### src/rtl/fht_adc_loader_if.sv
// ADC-to-FHT loader bus: sample stream, FHT handshake and banked RAM write port.
// Macro FHT_LOADER_BIAS_EN adds the iBIAS input.
interface fht_adc_loader_if #(
  parameter int unsigned D_BIT = 16,
  parameter int unsigned A_BIT = 8,
  parameter int unsigned B_BIT = 2
);
  logic                      iARM;
  logic                      iVALID;
  logic [D_BIT-2:0]          iSAMPLE;
  logic                      iFHT_RDY;
`ifdef FHT_LOADER_BIAS_EN
  logic [D_BIT-2:0]          iBIAS;
`endif
  logic [A_BIT-1:0]          oADDR_WR;
  logic [D_BIT-1:0]          oDATA;
  logic [(1 << B_BIT)-1:0]   oWE;
  logic                      oFHT_START;
  logic                      oBUSY;
  logic                      oFRAME_DONE;
  logic                      oOVERRUN;

  modport slave (
    input  iARM, iVALID, iSAMPLE, iFHT_RDY,
`ifdef FHT_LOADER_BIAS_EN
    input  iBIAS,
`endif
    output oADDR_WR, oDATA, oWE, oFHT_START, oBUSY, oFRAME_DONE, oOVERRUN
  );

  modport master (
    output iARM, iVALID, iSAMPLE, iFHT_RDY,
`ifdef FHT_LOADER_BIAS_EN
    output iBIAS,
`endif
    input  oADDR_WR, oDATA, oWE, oFHT_START, oBUSY, oFRAME_DONE, oOVERRUN
  );
endinterface

### src/rtl/fht_adc_loader.sv
// Captures one frame of ADC samples into bit-reversed RAM banks, kicks the FHT and waits for it.
// Optional macro FHT_LOADER_BIAS_EN: subtract iBIAS from each sample before the write.
module fht_adc_loader #(
  parameter int unsigned D_BIT = 16,
  parameter int unsigned A_BIT = 8,
  parameter int unsigned B_BIT = 2
) (
  input logic             iCLK,
  input logic             iRESET,
  fht_adc_loader_if.slave bus
);
  localparam int unsigned N_BANK = 1 << B_BIT;
  localparam int unsigned CNT_W  = A_BIT + B_BIT;
  localparam int unsigned S_BIT  = D_BIT - 1;

  typedef enum logic [1:0] {IDLE, FILL, KICK, WAIT_FHT} state_t;

  state_t              state;
  logic [CNT_W-1:0]    k;
  logic                rdy_low_seen;
  logic [A_BIT-1:0]    addr_q;
  logic [D_BIT-1:0]    data_q;
  logic [N_BANK-1:0]   we_q;
  logic                start_q;
  logic                busy_q;
  logic                done_q;
  logic                overrun_q;

  logic [B_BIT-1:0]    bank_rev_c;
  logic [N_BANK-1:0]   we_onehot_c;
  logic [D_BIT-1:0]    sample_ext_c;
  logic [D_BIT-1:0]    word_c;
  logic                k_last_c;

  // Bank select is the bit-reversed upper counter field; sample is sign-extended (minus bias).
  always_comb begin
    bank_rev_c = '0;
    for (int unsigned i = 0; i < B_BIT; i++) begin
      bank_rev_c[i] = k[CNT_W-1-i];
    end
    we_onehot_c  = N_BANK'(1) << bank_rev_c;
    sample_ext_c = {bus.iSAMPLE[S_BIT-1], bus.iSAMPLE};
`ifdef FHT_LOADER_BIAS_EN
    word_c = sample_ext_c - {bus.iBIAS[S_BIT-1], bus.iBIAS};
`else
    word_c = sample_ext_c;
`endif
    k_last_c = (k == {CNT_W{1'b1}});
  end

  always_ff @(posedge iCLK or negedge iRESET) begin
    if (!iRESET) begin
      state        <= IDLE;
      k            <= '0;
      rdy_low_seen <= 1'b0;
      addr_q       <= '0;
      data_q       <= '0;
      we_q         <= '0;
      start_q      <= 1'b0;
      busy_q       <= 1'b0;
      done_q       <= 1'b0;
      overrun_q    <= 1'b0;
    end else begin
      we_q    <= '0;
      start_q <= 1'b0;
      done_q  <= 1'b0;
      case (state)
        IDLE: begin
          if (bus.iARM) begin
            state     <= FILL;
            k         <= '0;
            overrun_q <= 1'b0;
            busy_q    <= 1'b1;
          end
        end
        FILL: begin
          if (bus.iVALID) begin
            addr_q <= k[A_BIT-1:0];
            data_q <= word_c;
            we_q   <= we_onehot_c;
            k      <= k + CNT_W'(1);
            if (k_last_c) begin
              state <= KICK;
            end
          end
        end
        KICK: begin
          start_q      <= 1'b1;
          rdy_low_seen <= 1'b0;
          state        <= WAIT_FHT;
          if (bus.iVALID) begin
            overrun_q <= 1'b1;
          end
        end
        WAIT_FHT: begin
          if (bus.iVALID) begin
            overrun_q <= 1'b1;
          end
          // Only a low-to-high transition seen after the kick counts as completion.
          if (!bus.iFHT_RDY) begin
            rdy_low_seen <= 1'b1;
          end else if (rdy_low_seen) begin
            done_q <= 1'b1;
            busy_q <= 1'b0;
            state  <= IDLE;
          end
        end
        default: begin
          state  <= IDLE;
          busy_q <= 1'b0;
        end
      endcase
    end
  end

  assign bus.oADDR_WR    = addr_q;
  assign bus.oDATA       = data_q;
  assign bus.oWE         = we_q;
  assign bus.oFHT_START  = start_q;
  assign bus.oBUSY       = busy_q;
  assign bus.oFRAME_DONE = done_q;
  assign bus.oOVERRUN    = overrun_q;
endmodule

### src/flat_wrapper.sv
// flat-port wrapper written by rule: the top's interface ports become plain ports
module fht_adc_loader_flat 
#(
  parameter int unsigned D_BIT = 16,
  parameter int unsigned A_BIT = 8,
  parameter int unsigned B_BIT = 2
)
  (iCLK, iRESET, bus_iARM, bus_iVALID, bus_iSAMPLE, bus_iFHT_RDY, bus_oADDR_WR, bus_oDATA, bus_oWE, bus_oFHT_START, bus_oBUSY, bus_oFRAME_DONE, bus_oOVERRUN);
  fht_adc_loader_if #(.D_BIT(D_BIT), .A_BIT(A_BIT), .B_BIT(B_BIT)) bus_i ();
  input logic iCLK;
  input logic iRESET;
  input wire logic [$bits(bus_i.iARM)-1:0] bus_iARM;
  input wire logic [$bits(bus_i.iVALID)-1:0] bus_iVALID;
  input wire logic [$bits(bus_i.iSAMPLE)-1:0] bus_iSAMPLE;
  input wire logic [$bits(bus_i.iFHT_RDY)-1:0] bus_iFHT_RDY;
  output wire logic [$bits(bus_i.oADDR_WR)-1:0] bus_oADDR_WR;
  output wire logic [$bits(bus_i.oDATA)-1:0] bus_oDATA;
  output wire logic [$bits(bus_i.oWE)-1:0] bus_oWE;
  output wire logic [$bits(bus_i.oFHT_START)-1:0] bus_oFHT_START;
  output wire logic [$bits(bus_i.oBUSY)-1:0] bus_oBUSY;
  output wire logic [$bits(bus_i.oFRAME_DONE)-1:0] bus_oFRAME_DONE;
  output wire logic [$bits(bus_i.oOVERRUN)-1:0] bus_oOVERRUN;
  assign bus_i.iARM = bus_iARM;
  assign bus_i.iVALID = bus_iVALID;
  assign bus_i.iSAMPLE = bus_iSAMPLE;
  assign bus_i.iFHT_RDY = bus_iFHT_RDY;
  assign bus_oADDR_WR = bus_i.oADDR_WR;
  assign bus_oDATA = bus_i.oDATA;
  assign bus_oWE = bus_i.oWE;
  assign bus_oFHT_START = bus_i.oFHT_START;
  assign bus_oBUSY = bus_i.oBUSY;
  assign bus_oFRAME_DONE = bus_i.oFRAME_DONE;
  assign bus_oOVERRUN = bus_i.oOVERRUN;
  fht_adc_loader #(.D_BIT(D_BIT), .A_BIT(A_BIT), .B_BIT(B_BIT)) u_core (.iCLK(iCLK), .iRESET(iRESET), .bus(bus_i));
endmodule
### config.mk
export PLATFORM = sky130hd
export DESIGN_NAME = fht_adc_loader_flat
export DESIGN_NICKNAME = d
export VERILOG_FILES = /design/src/rtl/fht_adc_loader_if.sv /design/src/rtl/fht_adc_loader.sv /design/src/flat_wrapper.sv
export SDC_FILE = /design/constraint.sdc
export NUM_CORES = 1
export LEC_CHECK = 0
export ABC_CLOCK_PERIOD_IN_PS = 3000
export CAP_MARGIN = 25
export CORE_MARGIN = 1
export CORE_UTILIZATION = 50
export DETAILED_ROUTE_END_ITERATION = 8
export GPL_ROUTABILITY_DRIVEN = 1
export GPL_TIMING_DRIVEN = 0
export PLACE_DENSITY = 0.82
export SLEW_MARGIN = 20
export SYNTH_ARGS = -nofsm -noshare
export SYNTH_HDL_FRONTEND = slang
export SYNTH_SLANG_ARGS = --single-unit
### constraint.sdc
create_clock -name iCLK -period 3 [get_ports iCLK]
set_input_delay 0.3 -clock iCLK [delete_from_list [all_inputs] [get_ports iCLK]]
set_output_delay 0.3 -clock iCLK [all_outputs]
set_load 0.005 [all_outputs]
==> results of run 1 <==
[report_power, final]
part           switching (mW)  total, mW  internal, mW  leakage, nW
clock                   0.191      0.438         0.247       0.0552
combinational           0.138      0.364         0.227        0.602
sequential             0.0822      0.769         0.687        0.543
[synth_stat cells]
| master | number | area, um^2 |
|---|---|---|
| ha_1 | 6 | 75.1 |
| mux2i_2 | 1 | 13.8 |
| inv_1 | 8 | 30.0 |
| buf_6 | 1 | 11.3 |
| o21ai_0 | 8 | 40.0 |
| buf_2 | 4 | 20.0 |
| a31oi_1 | 2 | 12.5 |
| nor2b_2 | 1 | 8.76 |
| o211ai_1 | 1 | 7.51 |
| a31o_1 | 1 | 8.76 |
| mux2_1 | 1 | 11.3 |
| nor3_1 | 4 | 20.0 |
| nor2_1 | 9 | 33.8 |
| a41o_1 | 1 | 10.0 |
| dfrtp_1 | 44 | 1100 |
| buf_1 | 1 | 3.75 |
| xor2_1 | 1 | 8.76 |
| and2_1 | 1 | 6.26 |
| a21o_1 | 1 | 7.51 |
| and3_1 | 3 | 18.8 |
| nand4b_1 | 1 | 8.76 |
| nand2b_1 | 1 | 6.26 |
| nand3b_1 | 1 | 7.51 |
| mux2i_1 | 2 | 20.0 |
| or2b_1 | 1 | 7.51 |
| o221ai_1 | 1 | 8.76 |
| nand3_1 | 3 | 15.0 |
| a32oi_1 | 1 | 8.76 |
| nor4b_4 | 1 | 23.8 |
| mux2_2 | 22 | 248 |
| or3_1 | 2 | 12.5 |
| o211a_1 | 1 | 10.0 |
| nand2_1 | 14 | 52.6 |
| xnor2_1 | 1 | 8.76 |
| buf_4 | 3 | 22.5 |
| nand4_1 | 2 | 12.5 |
| and3_2 | 1 | 7.51 |
| a22o_2 | 1 | 10.0 |
| a21oi_1 | 10 | 50.1 |
[stage by stage]
step	power [mW]	area, um^2
finish	1.57	2680
global route	1.66	2680
CTS	1.58	2680
detailed placement	1.15	2560
global placement	1.12	2550
floorplan	0.934	1990
[cells by family after synthesis]
family                   Yosys count  synth area share
adder cells (fa/ha/maj)            6            0.0377
AO/OA/AOI/OAI                     28            0.0874
buffers and inverters             17            0.0440
multiplexers                      26             0.147
XOR/XNOR                           2           0.00881
AND/OR/NAND/NOR                   45             0.121
flip-flops                        44             0.553
[sequential cells by signal, indices dropped and copies added (netlist names)]
register                cells
u_core.k                   10
u_core.bus.oOVERRUN         1
u_core.rdy_low_seen         1
u_core.bus.oDATA           15
u_core.bus.oFRAME_DONE      1
u_core.bus.oBUSY            1
u_core.bus.oWE              4
u_core.bus.oADDR_WR         8
u_core.bus.oFHT_START       1
u_core.state                2
[routing by layer]
layer / global-route usage / vias up / wire length [um]
met5: 0 / - / 0
met2: 0.376 / 58 / 2130
met1: 0.258 / 722 / 1640
met3: 0.0546 / 5 / 257
met4: 0.0761 / 0 / 31
li1: - / 703 / -
[final timing paths]
check                                             from                     end  slack, ns  cells past startpoint
worst max-delay path                   u_core.state[1]    u_core.bus.oDATA[13]       1.03                      7
worst min-delay path                          bus_iARM             u_core.k[0]       0.37                      3
worst max register to register         u_core.state[1]    u_core.bus.oDATA[13]       1.03                      7
worst min register to register  u_core.bus.oADDR_WR[5]  u_core.bus.oADDR_WR[5]       0.49                      2
max in group asynchronous                       iRESET     u_core.bus.oDATA[7]       2.04                      3
min in group asynchronous                       iRESET       u_core.bus.oWE[1]       0.48                      2
[critical path, delay by kind of cell (launching register included)]
kind,cells,cell delay [ns]
buffers and inverters,4,0.78
flip-flops,1,0.44
multiplexers,1,0.36
adder cells (fa/ha/maj),1,0.15
AND/OR/NAND/NOR,1,0.12
[final cells by class]
cell class | count | area (um^2) | area share
plain buffers | 9 | 57.6 | 0.0215
repair buffers | 52 | 526 | 0.196
clock buffers | 6 | 72.6 | 0.0271
well taps | 48 | 60.1 | 0.0224
clock inverters | 2 | 35.0 | 0.0131
flip-flops and latches | 44 | 1100 | 0.410
inverters | 8 | 30.0 | 0.0112
multi-input cells | 107 | 801 | 0.299
==> metrics.yaml, run 1 <==
sta:
  drv_slew: 0
  max_freq_mhz: 508
  final-hold-violation-count: 0
  holdWs_ns: 0.367
  finalCritPeriodShare: 0.656
  fin_crit_ns: 1.97
  finClkSkew_ns: 0.00696
  setup-tns-final_ns: 0
  rsz0062_at_grt: "false"
  worst_pin_slew_ns: 0.435
  slew_headroom: 0.710
  setup_viol: 0
  layout_setup_ws_ns: 1.03
floorplanning:
  fp-row-count: 22
  initial_core_util: 0.531
  dieArea_um2: 4230
  die_h_um: 65.1
  fp.coreArea_um2: 3740
  pin_count: 52
  dieWidth_um: 65.1
global_route:
  track_usage: 0.216
  grt_pass1_vias: 1500
  grt_pass1_wl_um: 6770
  grt_max_degree: 28
  grt_antenna_before_repair: 0
  overflow: 0
power_and_ir_drop:
  ir_worst_vdd_v: 0.000406
  powerDensity_nw_per_um2: 586
  power.leakage_nw: 1.20
outcome:
  outcome: "complete, no violations"
clock_network:
  cts_setup_buffers: 0
  path_clk_slew_ns: 0.08
  cts_tree: "built"
  cts_sinks: 44
  clk_latency_ns: 0.29
  clockBufferDepth: 2
  cts_max_level: 2
  cts-root-buf: "clkbuf_8"
  cts_resized: 0
  numCtsBuffers: 5
  hold_buffers: 1
drt:
  initialDrtViolationCount: 75
  routedWlPerCell_um: 14.7
  vias_per_cell: 5.39
  dr.pass1.iters: 4
  drc: 0
  antenna_left: 0
  wirelength_um: 4060
  num_vias: 1488
run:
  maxCapViolCount: 0
cells_and_area:
  drive_above_1_share: 0.193
  mostFrequentLayoutCells: "clkdlybuf4s50_1, dfrtp_1, mux2_2, nand2_1, a21oi_1"
  nets: 253
  fillers: 274
  n_antenna_cell: 0
  syn_to_final_growth_pct: 34.8
  fin_cells: 276
  mostFrequentLayoutCell: "clkdlybuf4s50_1"
  fin_util: 0.717
critical_path:
  critPathMaxStageDelay_ns: 0.44
  cp_slowest_cell: "dfrtp_1"
  required_ns: 3.18
  crit_fanout: 10
  crit_path_frequent_cell: "buf_2"
  critical_path.endpoint_type: "register"
  worstPathCellList: "inv_1 > ha_1 > buf_4 > and2_1 > buf_2 > buf_2 > mux2_2"
  worstPathArrival_ns: 2.15
  startpoint_type: "register"
  crit_type: "register to register"
placed_design:
  dp_hpwl_um: 3040
  dp_slack_ns: 0.915
  portBuffers: 50
  dp.cells: 267
  gp_congestion: 0.811
synthesis:
  synth.avg_cell_area_um2: 11.8
  yosysSeqAreaShare: 0.553
  synth_nets: 194
  synthCells: 168
  yosysWarnings: 0
  yosysUniqueCellTypes: 39
  synth.cell_area_um2: 1990
  ys_ff_latch: 44
hold_path:
  hp-class: "primary input to register"
Note: power is estimated with default switching activity, not from simulation.
==> run 2: changes to the inputs <==
--- a/config.mk
+++ b/config.mk
@@ -5,14 +5,14 @@
 export SDC_FILE = /design/constraint.sdc
 export NUM_CORES = 1
 export LEC_CHECK = 0
-export ABC_CLOCK_PERIOD_IN_PS = 3000
+export ABC_CLOCK_PERIOD_IN_PS = 1900
 export CAP_MARGIN = 25
 export CORE_MARGIN = 1
-export CORE_UTILIZATION = 50
+export CORE_UTILIZATION = 48
 export DETAILED_ROUTE_END_ITERATION = 8
 export GPL_ROUTABILITY_DRIVEN = 1
 export GPL_TIMING_DRIVEN = 0
-export PLACE_DENSITY = 0.82
+export PLACE_DENSITY = 0.79
 export SLEW_MARGIN = 20
 export SYNTH_ARGS = -nofsm -noshare
 export SYNTH_HDL_FRONTEND = slang
==> constraint.sdc (replaced) <==
create_clock -name iCLK -period 1.9 [get_ports iCLK]
set_input_delay 0.19 -clock iCLK [delete_from_list [all_inputs] [get_ports iCLK]]
set_output_delay 0.19 -clock iCLK [all_outputs]
set_load 0.005 [all_outputs]
==> run 2 against run 1 <==
Against the previous run:
- utilization decreased by 2.8 points
- final cell count increased by 1.4%
- sequential power increased by 57%
- combinational power increased by 59%
- global-route usage decreased by 1.4 points
- largest cell class unchanged
==> metrics.yaml, run 2 (synthesis gave the netlist of run 1 again) <==
outcome:
  outcome: "complete, no violations"
clock_network:
  cts-root-buf: "clkbuf_8"
  cts_tree: "built"
  clockBufferDepth: 2  # unchanged
  cts_sinks: 44  # unchanged
  cts_max_level: 2  # unchanged
  numCtsBuffers: 5  # unchanged
  clk_latency_ns: 0.29  # about the same
  path_clk_slew_ns: 0.08  # about the same
critical_path:
  critPathMaxStageDelay_ns: 0.40  # -0.04 ns
  required_ns: 2.09  # -1.09 ns
  worstPathCellList: "inv_2 > ha_4 > buf_6 > mux2i_4 > nor4b_4 > a31oi_1 > a41o_1"
  crit_type: "register to register"
  worst-path-buf-inv: 2  # -2
  critical_path.endpoint_type: "register"
  reg2reg_to: "u_core.k[7]"
  worstPathArrival_ns: 1.96  # -0.19 ns
  startpoint_type: "register"
  path_delay_family: "flip-flops"
  cp_slowest_cell: "dfrtp_2"
  rrSetupSlack_ns: 0.13  # -0.90 ns
  crit_fanout: 9  # -1
  r2r-start: "u_core.state[1]"
  path_depth: 7  # unchanged
  worst-r2r-cell-count: 7  # unchanged
cells_and_area:
  nets: 255  # +0.79%
  mostFrequentLayoutCell: "clkdlybuf4s50_1"
  fin_util: 0.688  # -0.0281
  drive_above_1_share: 0.235  # +0.0418
  mostFrequentLayoutCells: "clkdlybuf4s50_1, dfrtp_1, mux2_2, nand2_1, a21oi_1"
  n_antenna_cell: 0  # unchanged
  syn_to_final_growth_pct: 38.4
  largest_reg_flops: 15  # unchanged
sta:
  setup-tns-final_ns: 0  # unchanged
  final-hold-violation-count: 0  # unchanged
  finalCritPeriodShare: 0.929  # +0.274
  max_freq_mhz: 566  # +11%
  worst_pin_slew_ns: 0.409  # -0.0266 ns
  fin_crit_ns: 1.77  # -0.202 ns
  layout_setup_ws_ns: 0.134  # -0.898 ns
  finClkSkew_ns: 0.00698  # +0.0000257 ns
  setup_viol: 0  # unchanged
  slew_headroom: 0.728  # +0.0177
  drv_slew: 0  # unchanged
global_route:
  overflow: 0  # unchanged
  track_usage: 0.202  # -0.0141
  grt_max_degree: 29  # +3.6%
  grt_antenna_before_repair: 0  # unchanged
  grt_pass1_wl_um: 6470  # -4.5%
  grt_pass1_vias: 1387  # -7.5%
drt:
  antenna_left: 0  # unchanged
  initialDrtViolationCount: 56  # -25%
  drc: 0  # unchanged
  num_vias: 1456  # -2.2%
  routedWlPerCell_um: 13.8  # -6.0%
  dr.pass1.iters: 4  # unchanged
  vias_per_cell: 5.20  # -3.5%
  wirelength_um: 3870  # -4.6%
hold_path:
  hp-class: "primary input to register"
  worstHoldStart: "bus_iARM"
  hold_end: "u_core.k[1]"
  holdPathStages: 3  # unchanged
power_and_ir_drop:
  power.leakage_nw: 1.22  # +1.7%
  ir_worst_vdd_v: 0.000408  # +0.50%
  powerDensity_nw_per_um2: 903  # +54%
  p_total_mw: 2.49  # +58%
placed_design:
  portBuffers: 50  # unchanged
  dp_hpwl_um: 2790  # -8.1%
  gp_congestion: 0.885  # +9.1%
  dp_slack_ns: -0.0973  # -1.01 ns
floorplanning:
  fp-row-count: 23  # +4.5%
  die_h_um: 66.4  # +2.0%
  fp.coreArea_um2: 4000  # +6.9%
  dieArea_um2: 4410  # +4.1%
  dieWidth_um: 66.4  # +2.0%
  pin_count: 52  # unchanged
  initial_core_util: 0.497  # -0.0341
run:
  maxCapViolCount: 0  # unchanged
==> run 2: worst max-delay path by stage <==
stage,from,to
global route,u_core.state[1],u_core.k[7]
global placement,iRESET,u_core.bus.oDATA[13]
finish,u_core.state[1],u_core.k[7]
floorplan,u_core.state[1],u_core.k[7]
CTS,u_core.state[1],u_core.bus.oDATA[13]
detailed placement,bus_iVALID,u_core.bus.oDATA[13]
==> run 2: power breakdown <==
| group | switching [mW] | internal [mW] | total [mW] |
|---|---|---|---|
| Sequential | 0.127 | 1.08 | 1.21 |
| Clock | 0.309 | 0.389 | 0.698 |
| Combinational | 0.213 | 0.365 | 0.579 |
==> run 2: repair_timing <==
item                                    4_1_cts  5_1_grt
pin swaps                                     1        2
hold endpoints to repair                     16        0
buffers inserted                              2        2
hold buffers                                  1        0
gates resized for setup                       2        9
endpoints found under the setup margin        8       12
==> run 2: tightest hold or removal path, stage by stage <==
cell and delay (ns):
buf_4 0.15, a32oi_2 0.11, o21ai_0 0.06
==> run 2: metrics by stage <==
stage	hold WS [ns]	area, um^2	std cells
after floorplan	-0.106	1990	168
after global placement	0.464	2550	268
after detailed placement	0.140	2570	269
after CTS	0.227	2710	280
after global routing	0.265	2750	280
final	0.256	2750	280
==> run 2: final cells by class <==
type / instances / area (um^2)
Timing Repair Buffer: 56 / 556
Clock buffer: 5 / 68.8
Multi-Input combinational cell: 107 / 837
Fill cell: 320 / 1250
Clock inverter: 3 / 42.5
Tap cell: 50 / 62.6
Inverter: 8 / 30.0
Sequential cell: 44 / 1100
Buffer: 7 / 55.1
==> run 2: per-layer routing <==
layer / wire (um) / GRT usage
met5: 0 / 0
met1: 1730 / 0.246
met4: 68 / 0.0878
met3: 202 / 0.0552
met2: 1870 / 0.334
